--- src/rtl/mtl_stream_receiver.sv ---
// ---------------------------------------------------------------------------
// mtl_stream_receiver
//
// Sink for the MTL LCD stream (HD/VD sync + 24-bit RGB). It rebuilds pixel
// coordinates from the sync pulses and checks that line and frame periods
// match the nominal timing. Active pixels are re-emitted with their (x,y)
// position. A per-frame R+G+B checksum is also produced, so displayed frames
// can be verified without a panel attached.
//
// Ports
//   iCLK, iRST_n        pixel clock (rising edge), async active-low reset
//   iHD                 horizontal sync, low for one clock at line start
//   iVD                 vertical sync, low for the whole of line 0
//   iLCD_R/G/B [7:0]    colour data
//   oPixValid           active pixel present on oX/oY/oR/oG/oB
//   oX [9:0], oY [8:0]  active column / line
//   oR/oG/oB [7:0]      registered colour of the active pixel
//   oLocked             receiver is synchronised to the stream
//   oLineErr            1-clock pulse, HD period wrong or HD missing
//   oFrameErr           1-clock pulse, VD period wrong (locked only)
//   oFrameDone          1-clock pulse, clean frame finished, oFrameSum valid
//   oFrameSum [31:0]    R+G+B sum over the active area of the last clean frame
//
// Timing model: hc is the registered column count. The clock on which iHD is
// sampled low has hc == H_LINE-1, and column 0 is the clock after it. The
// coordinates and colour of an active pixel appear one clock after sampling.
// ---------------------------------------------------------------------------
module mtl_stream_receiver #(
  parameter int H_LINE  = 1056,
  parameter int V_LINE  = 525,
  parameter int H_BLANK = 46,
  parameter int V_BLANK = 23,
  parameter int H_ACT   = 800,
  parameter int V_ACT   = 480
) (
  input  logic        iCLK,
  input  logic        iRST_n,
  input  logic        iHD,
  input  logic        iVD,
  input  logic [7:0]  iLCD_R,
  input  logic [7:0]  iLCD_G,
  input  logic [7:0]  iLCD_B,
  output logic        oPixValid,
  output logic [9:0]  oX,
  output logic [8:0]  oY,
  output logic [7:0]  oR,
  output logic [7:0]  oG,
  output logic [7:0]  oB,
  output logic        oLocked,
  output logic        oLineErr,
  output logic        oFrameErr,
  output logic        oFrameDone,
  output logic [31:0] oFrameSum
);

  typedef enum logic [1:0] {
    ST_SEARCH    = 2'd0,
    ST_LINE_SYNC = 2'd1,
    ST_LOCKED    = 2'd2
  } state_t;

  localparam logic [10:0] HC_LAST = 11'(H_LINE - 1);
  localparam logic [10:0] HC_MAX  = 11'h7FF;
  localparam logic [10:0] X_FIRST = 11'(H_BLANK);
  localparam logic [10:0] X_LAST  = 11'(H_BLANK + H_ACT - 1);
  localparam logic [9:0]  VC_LAST = 10'(V_LINE - 1);
  localparam logic [9:0]  VC_MAX  = 10'h3FF;
  localparam logic [9:0]  Y_FIRST = 10'(V_BLANK);
  localparam logic [9:0]  Y_LAST  = 10'(V_BLANK + V_ACT - 1);

  state_t      state, state_next;
  logic [10:0] hc;
  logic [9:0]  vc;
  logic        prev_vd;
  logic [31:0] acc;

  logic        hd_low;
  logic        vd_fall;
  logic        syncing;
  logic        hd_missing;
  logic        line_start;
  logic        line_err;
  logic        frame_err;
  logic        active;
  logic        last_pix;
  logic [9:0]  pix_sum;
  logic [31:0] acc_sum;

  // Event decode. A missing HD is treated as a virtual HD, so hc and vc stay
  // in phase with the stream while the error is reported.
  assign hd_low     = !iHD;
  assign vd_fall    = !iVD && prev_vd;
  assign syncing    = (state != ST_SEARCH);
  assign hd_missing = syncing && iHD && (hc == HC_LAST);
  assign line_start = hd_low || hd_missing;
  assign line_err   = syncing && ((hd_low && (hc != HC_LAST)) || hd_missing);
  // vc still holds the index of the last line when VD falls, so a full
  // frame shows vc == V_LINE-1 here.
  assign frame_err  = (state == ST_LOCKED) && vd_fall && (vc != VC_LAST);

  assign active   = (state == ST_LOCKED) &&
                    (hc >= X_FIRST) && (hc <= X_LAST) &&
                    (vc >= Y_FIRST) && (vc <= Y_LAST);
  assign last_pix = active && (hc == X_LAST) && (vc == Y_LAST);
  assign pix_sum  = {2'b00, iLCD_R} + {2'b00, iLCD_G} + {2'b00, iLCD_B};
  assign acc_sum  = acc + {22'd0, pix_sum};

  assign oLocked  = (state == ST_LOCKED);

  // Any error leaves LOCKED, and LOCKED is only re-entered on a VD fall. So
  // a frame whose last pixel is seen while locked is clean from its start.
  // NOTE: every output of a combinational block gets a default first, so no
  //       path through the case statement can infer a latch.
  always_comb begin
    state_next = state;
    unique case (state)
      ST_SEARCH:    if (hd_low) state_next = ST_LINE_SYNC;
      ST_LINE_SYNC: if (!line_err && vd_fall) state_next = ST_LOCKED;
      ST_LOCKED:    if (line_err || frame_err) state_next = ST_LINE_SYNC;
      default:      state_next = ST_SEARCH;
    endcase
  end

  // NOTE: sequential state uses non-blocking assignments only. Every register
  //       then samples pre-edge values, whatever the statement order.
  always_ff @(posedge iCLK or negedge iRST_n) begin
    if (!iRST_n) begin
      state   <= ST_SEARCH;
      hc      <= '0;
      vc      <= '0;
      prev_vd <= 1'b1;
      acc     <= '0;
    end else begin
      state   <= state_next;
      prev_vd <= iVD;

      if (line_start)        hc <= '0;
      else if (hc != HC_MAX) hc <= hc + 11'd1;

      if (line_start) begin
        if (vd_fall)           vc <= '0;
        else if (vc != VC_MAX) vc <= vc + 10'd1;
      end

      if (vd_fall)     acc <= '0;
      else if (active) acc <= acc_sum;
    end
  end

  always_ff @(posedge iCLK or negedge iRST_n) begin
    if (!iRST_n) begin
      oPixValid  <= 1'b0;
      oX         <= '0;
      oY         <= '0;
      oR         <= '0;
      oG         <= '0;
      oB         <= '0;
      oLineErr   <= 1'b0;
      oFrameErr  <= 1'b0;
      oFrameDone <= 1'b0;
      oFrameSum  <= '0;
    end else begin
      oPixValid  <= active;
      oX         <= active ? 10'(hc - X_FIRST) : 10'd0;
      oY         <= active ? 9'(vc - Y_FIRST)  : 9'd0;
      oR         <= active ? iLCD_R : 8'd0;
      oG         <= active ? iLCD_G : 8'd0;
      oB         <= active ? iLCD_B : 8'd0;
      oLineErr   <= line_err;
      oFrameErr  <= frame_err;
      oFrameDone <= last_pix;
      if (last_pix) oFrameSum <= acc_sum;
    end
  end

endmodule

--- config.mk ---
export PLATFORM = sky130hd
export DESIGN_NAME = mtl_stream_receiver
export DESIGN_NICKNAME = d
export VERILOG_FILES = /design/src/rtl/mtl_stream_receiver.sv
export SDC_FILE = /design/constraint.sdc
export NUM_CORES = 1
export LEC_CHECK = 0
export CAP_MARGIN = 20
export CORE_UTILIZATION = 25
export DETAILED_ROUTE_END_ITERATION = 16
export PLACE_DENSITY = 0.5
export REMOVE_ABC_BUFFERS = 1
export SYNTH_ARGS = -nofsm -noshare
export SYNTH_HDL_FRONTEND = slang
export SYNTH_SLANG_ARGS = --single-unit
--- constraint.sdc ---
create_clock -name iCLK -period 3.25 [get_ports iCLK]
set_input_delay 0.325 -clock iCLK [delete_from_list [all_inputs] [get_ports iCLK]]
set_output_delay 0.325 -clock iCLK [all_outputs]
set_load 0.005 [all_outputs]
==> metrics <==
peak supply drop=252 uV; clock slew seen by the registers of the worst setup and hold paths=0.07 ns; power consumption=approximately 4.2 mW; Multi-input gate area=about 0.0036 sq mm; Fin. Hold Viols=0; final setup vio count=0; clk_skew=~0.010 ns; # diodes=0; CTS buffer count=17; largest stage delay on the critical path=approximately 0.48 ns; HP Class=in2reg; CTS tree=built; fin crit share=96.6%; DP Wirelength=12.8 mm; Mapped Cells=746; critical path cell sequence=clkdlybuf4s50_1 > fa_2 > fa_1 > ha_4 > fa_2 > a211oi_4 > nor3b_4 > buf_6 > o21bai_1 > buf_4 > xnor2_1 > mux2_2; drt first pass iters=4; fmax=319 MHz; crit path capture type=flip-flop; delay-heaviest family, CP=adder cells; core region area=0.0279 sq mm; worst-path fanout max=9; fill count=2,915; Worst Path Buf+Inv=3; Yosys reg bits=approximately 140; clk buf depth=2; fin crit period=3.14 ns; Die W=171 um; setup tns final=0 ns; MaxCap Viol Count=0; IO Count=108; Post-synth ARST share=100%; register cell area after layout=0.00338 sq mm; Power Density=429 mW/mm^2; synth warn=0; IO buf count=107; RSZ-0062 raised after global routing=false; slew at the pin closest to its max-slew limit=~0.72 ns; Routed WL per cell=14.6 um; DR vias=between 5,000 and 6,000; clock net sink count=135; worst hold slack=0.123 ns; commonest cells after routing, fill and taps aside=dfrtp_1, clkdlybuf4s50_1, nor2_1; Crit path top cell by count=fa_2; row cnt=a little over 60; drt drc=0; Clock Root Buffer=clkbuf_16; initial DRC count=280; commonest non-fill, non-tap cell in the layout=dfrtp_1; Initial Util=between 20% and 30%; post-synthesis cell type count=56; leakage=4.40 nW; Non-Filler Instances=roughly 1,300; register area share after synthesis=a little under half; Layout Nets=953; share of layout cells above drive strength 1=between 10% and 20%; total global-route track usage=13.4%; global-route wire length before repair=between 30 and 40 mm; total wire length=~19 mm; DIE AREA=0.0292 sq mm; worst skew pair latency=0.43 ns; Die Ht=171 um; main flop type after synthesis=dfrtp_1; CP arrival=3.44 ns; Placer Congestion=roughly 0.8; CP Data Required Time=roughly 3.6 ns; Cells after DPL=about 1,200; vias per cell=about 4.5; post-route ant nets=0; initial antenna violation count=0; Syn Area/Cell=around 9.6 sq um; area growth from synthesis to layout=36.3%; critical path type=in2reg; Post-synth EDFFs=0; largest net degree at the start of global routing=65; Max stage delay cell, worst path=fa_1; run status=finished clean; Synth Cell Area=0.00714 sq mm; max-slew violations=0; worst rel slew slack=52.2%; htree depth=4; Startpoint Class=input port; gr ovfl total=0; vias in the first global route=5,825
[synth_stat cells (3+ instances only)]
cell type,number,area (sq um)
fa_1,16,320
clkbuf_1,21,78.8
or3_1,6,37.5
o31ai_1,15,113
o21a_1,3,22.5
a211oi_1,6,45.0
xnor2_1,25,219
nand2_1,79,297
nor3_1,13,65.1
or2_2,4,25.0
ha_1,19,238
inv_1,53,199
and2_1,11,68.8
nor2_1,78,293
nand4_1,10,62.6
buf_4,3,22.5
a21oi_1,50,250
and3_1,12,75.1
o211ai_1,6,45.0
buf_2,13,65.1
or4_1,15,113
dfrtp_1,134,3350
mux2_2,11,124
a31o_2,3,26.3
nand3_1,23,115
nand2b_1,3,18.8
a31oi_1,3,18.8
o21ai_0,42,210
a2bb2oi_1,5,43.8
nor2b_1,6,37.5
o21bai_1,4,30.0
and4_1,3,26.3
a21o_1,4,30.0
xor2_1,21,184
[repair_timing]
action | 4_1_cts | 5_1_grt
hold buffers | 1 | 0
setup buffers | 4 | 3
endpoints found under the hold margin | 52 | 0
pin swaps | 33 | 12
resized for setup | 39 | 53
setup endpoints to repair | 42 | 40
[state kept, by name, indices dropped and copies added, names as in the netlist, 8 cells and up]
| name | flops |
|---|---|
| oG | 8 |
| oX | 10 |
| oY | 9 |
| oR | 8 |
| oFrameSum | 32 |
| oB | 8 |
| vc | 10 |
| acc | 32 |
| hc | 11 |
[cells by family (layout without fill, tap and decap cells)]
| logic type | after synthesis | after routing | synth area share (%) |
|---|---|---|---|
| AND/OR/NAND/NOR | 274 | 274 | 18.7 |
| AO/OA/AOI/OAI | 151 | 151 | 13.2 |
| flip-flops | 135 | 135 | 47.4 |
| buffers and inverters | 93 | 249 | 5.49 |
| XOR/XNOR | 46 | 46 | 5.65 |
| adder cells (fa/ha/maj) | 35 | 35 | 7.82 |
| multiplexers | 12 | 12 | 1.88 |
[cell type report]
cell class | instances | share of cell area [%]
Inverter | 53 | 2.04
Clock buffer | 21 | 4.63
Clock inverter | 10 | 0.592
Tap cell | 378 | 4.86
Sequential cell | 135 | 34.7
Timing Repair Buffer | 165 | 16.2
Multi-Input combinational cell | 518 | 36.9
[path summary, 6_finish.rpt]
check	startpoint	to	slack [ns]	cells past startpoint
max	iLCD_G[0]	oFrameSum[11]	0.11	12
min	iLCD_G[1]	oG[1]	0.12	3
max reg2reg	acc[7]	acc[22]	0.37	11
min reg2reg	oFrameSum[28]	oFrameSum[28]	0.47	2
max in group asynchronous	iRST_n	oFrameSum[21]	2.02	3
min in group asynchronous	iRST_n	oFrameSum[26]	0.44	2
[per-layer routing]
layer / vias up / routed length, um / GRT usage, %
met5: - / 0 / 0
met4: 0 / 218 / 3.96
met3: 18 / 578 / 2.54
met2: 92 / 9130 / 22.2
met1: 2832 / 8780 / 17.7
li1: 2838 / - / -
[where the power goes]
part	internal [mW]	switching (mW)	total (mW)
logic	0.326	0.360	0.686
clock network	0.979	0.749	1.73
registers	1.71	0.0472	1.76
total	3.02	1.16	4.17
[worst register-to-register path, cell delays in order (launching register included)]
cell	delay [ns]
dfrtp_1	0.35
inv_1	0.06
fa_1	0.55
inv_2	0.05
ha_4	0.26
and3_4	0.19
and3_4	0.18
a21boi_2	0.15
buf_4	0.14
o211ai_1	0.18
or4_4	0.55
a21oi_2	0.15
[per-stage QoR]
step | cell area, sq um | utilization, % | worst slack, ns
after floorplan | 6940 | - | -0.813
after global placement | 8900 | 31.9 | -0.712
after detailed placement | 8900 | 31.9 | -0.800
after CTS | 9600 | 34.4 | 0.00158
after global routing | 9730 | 34.8 | 0.00665
final | 9730 | 34.8 | 0.111
(Power assumes the default switching activity.)
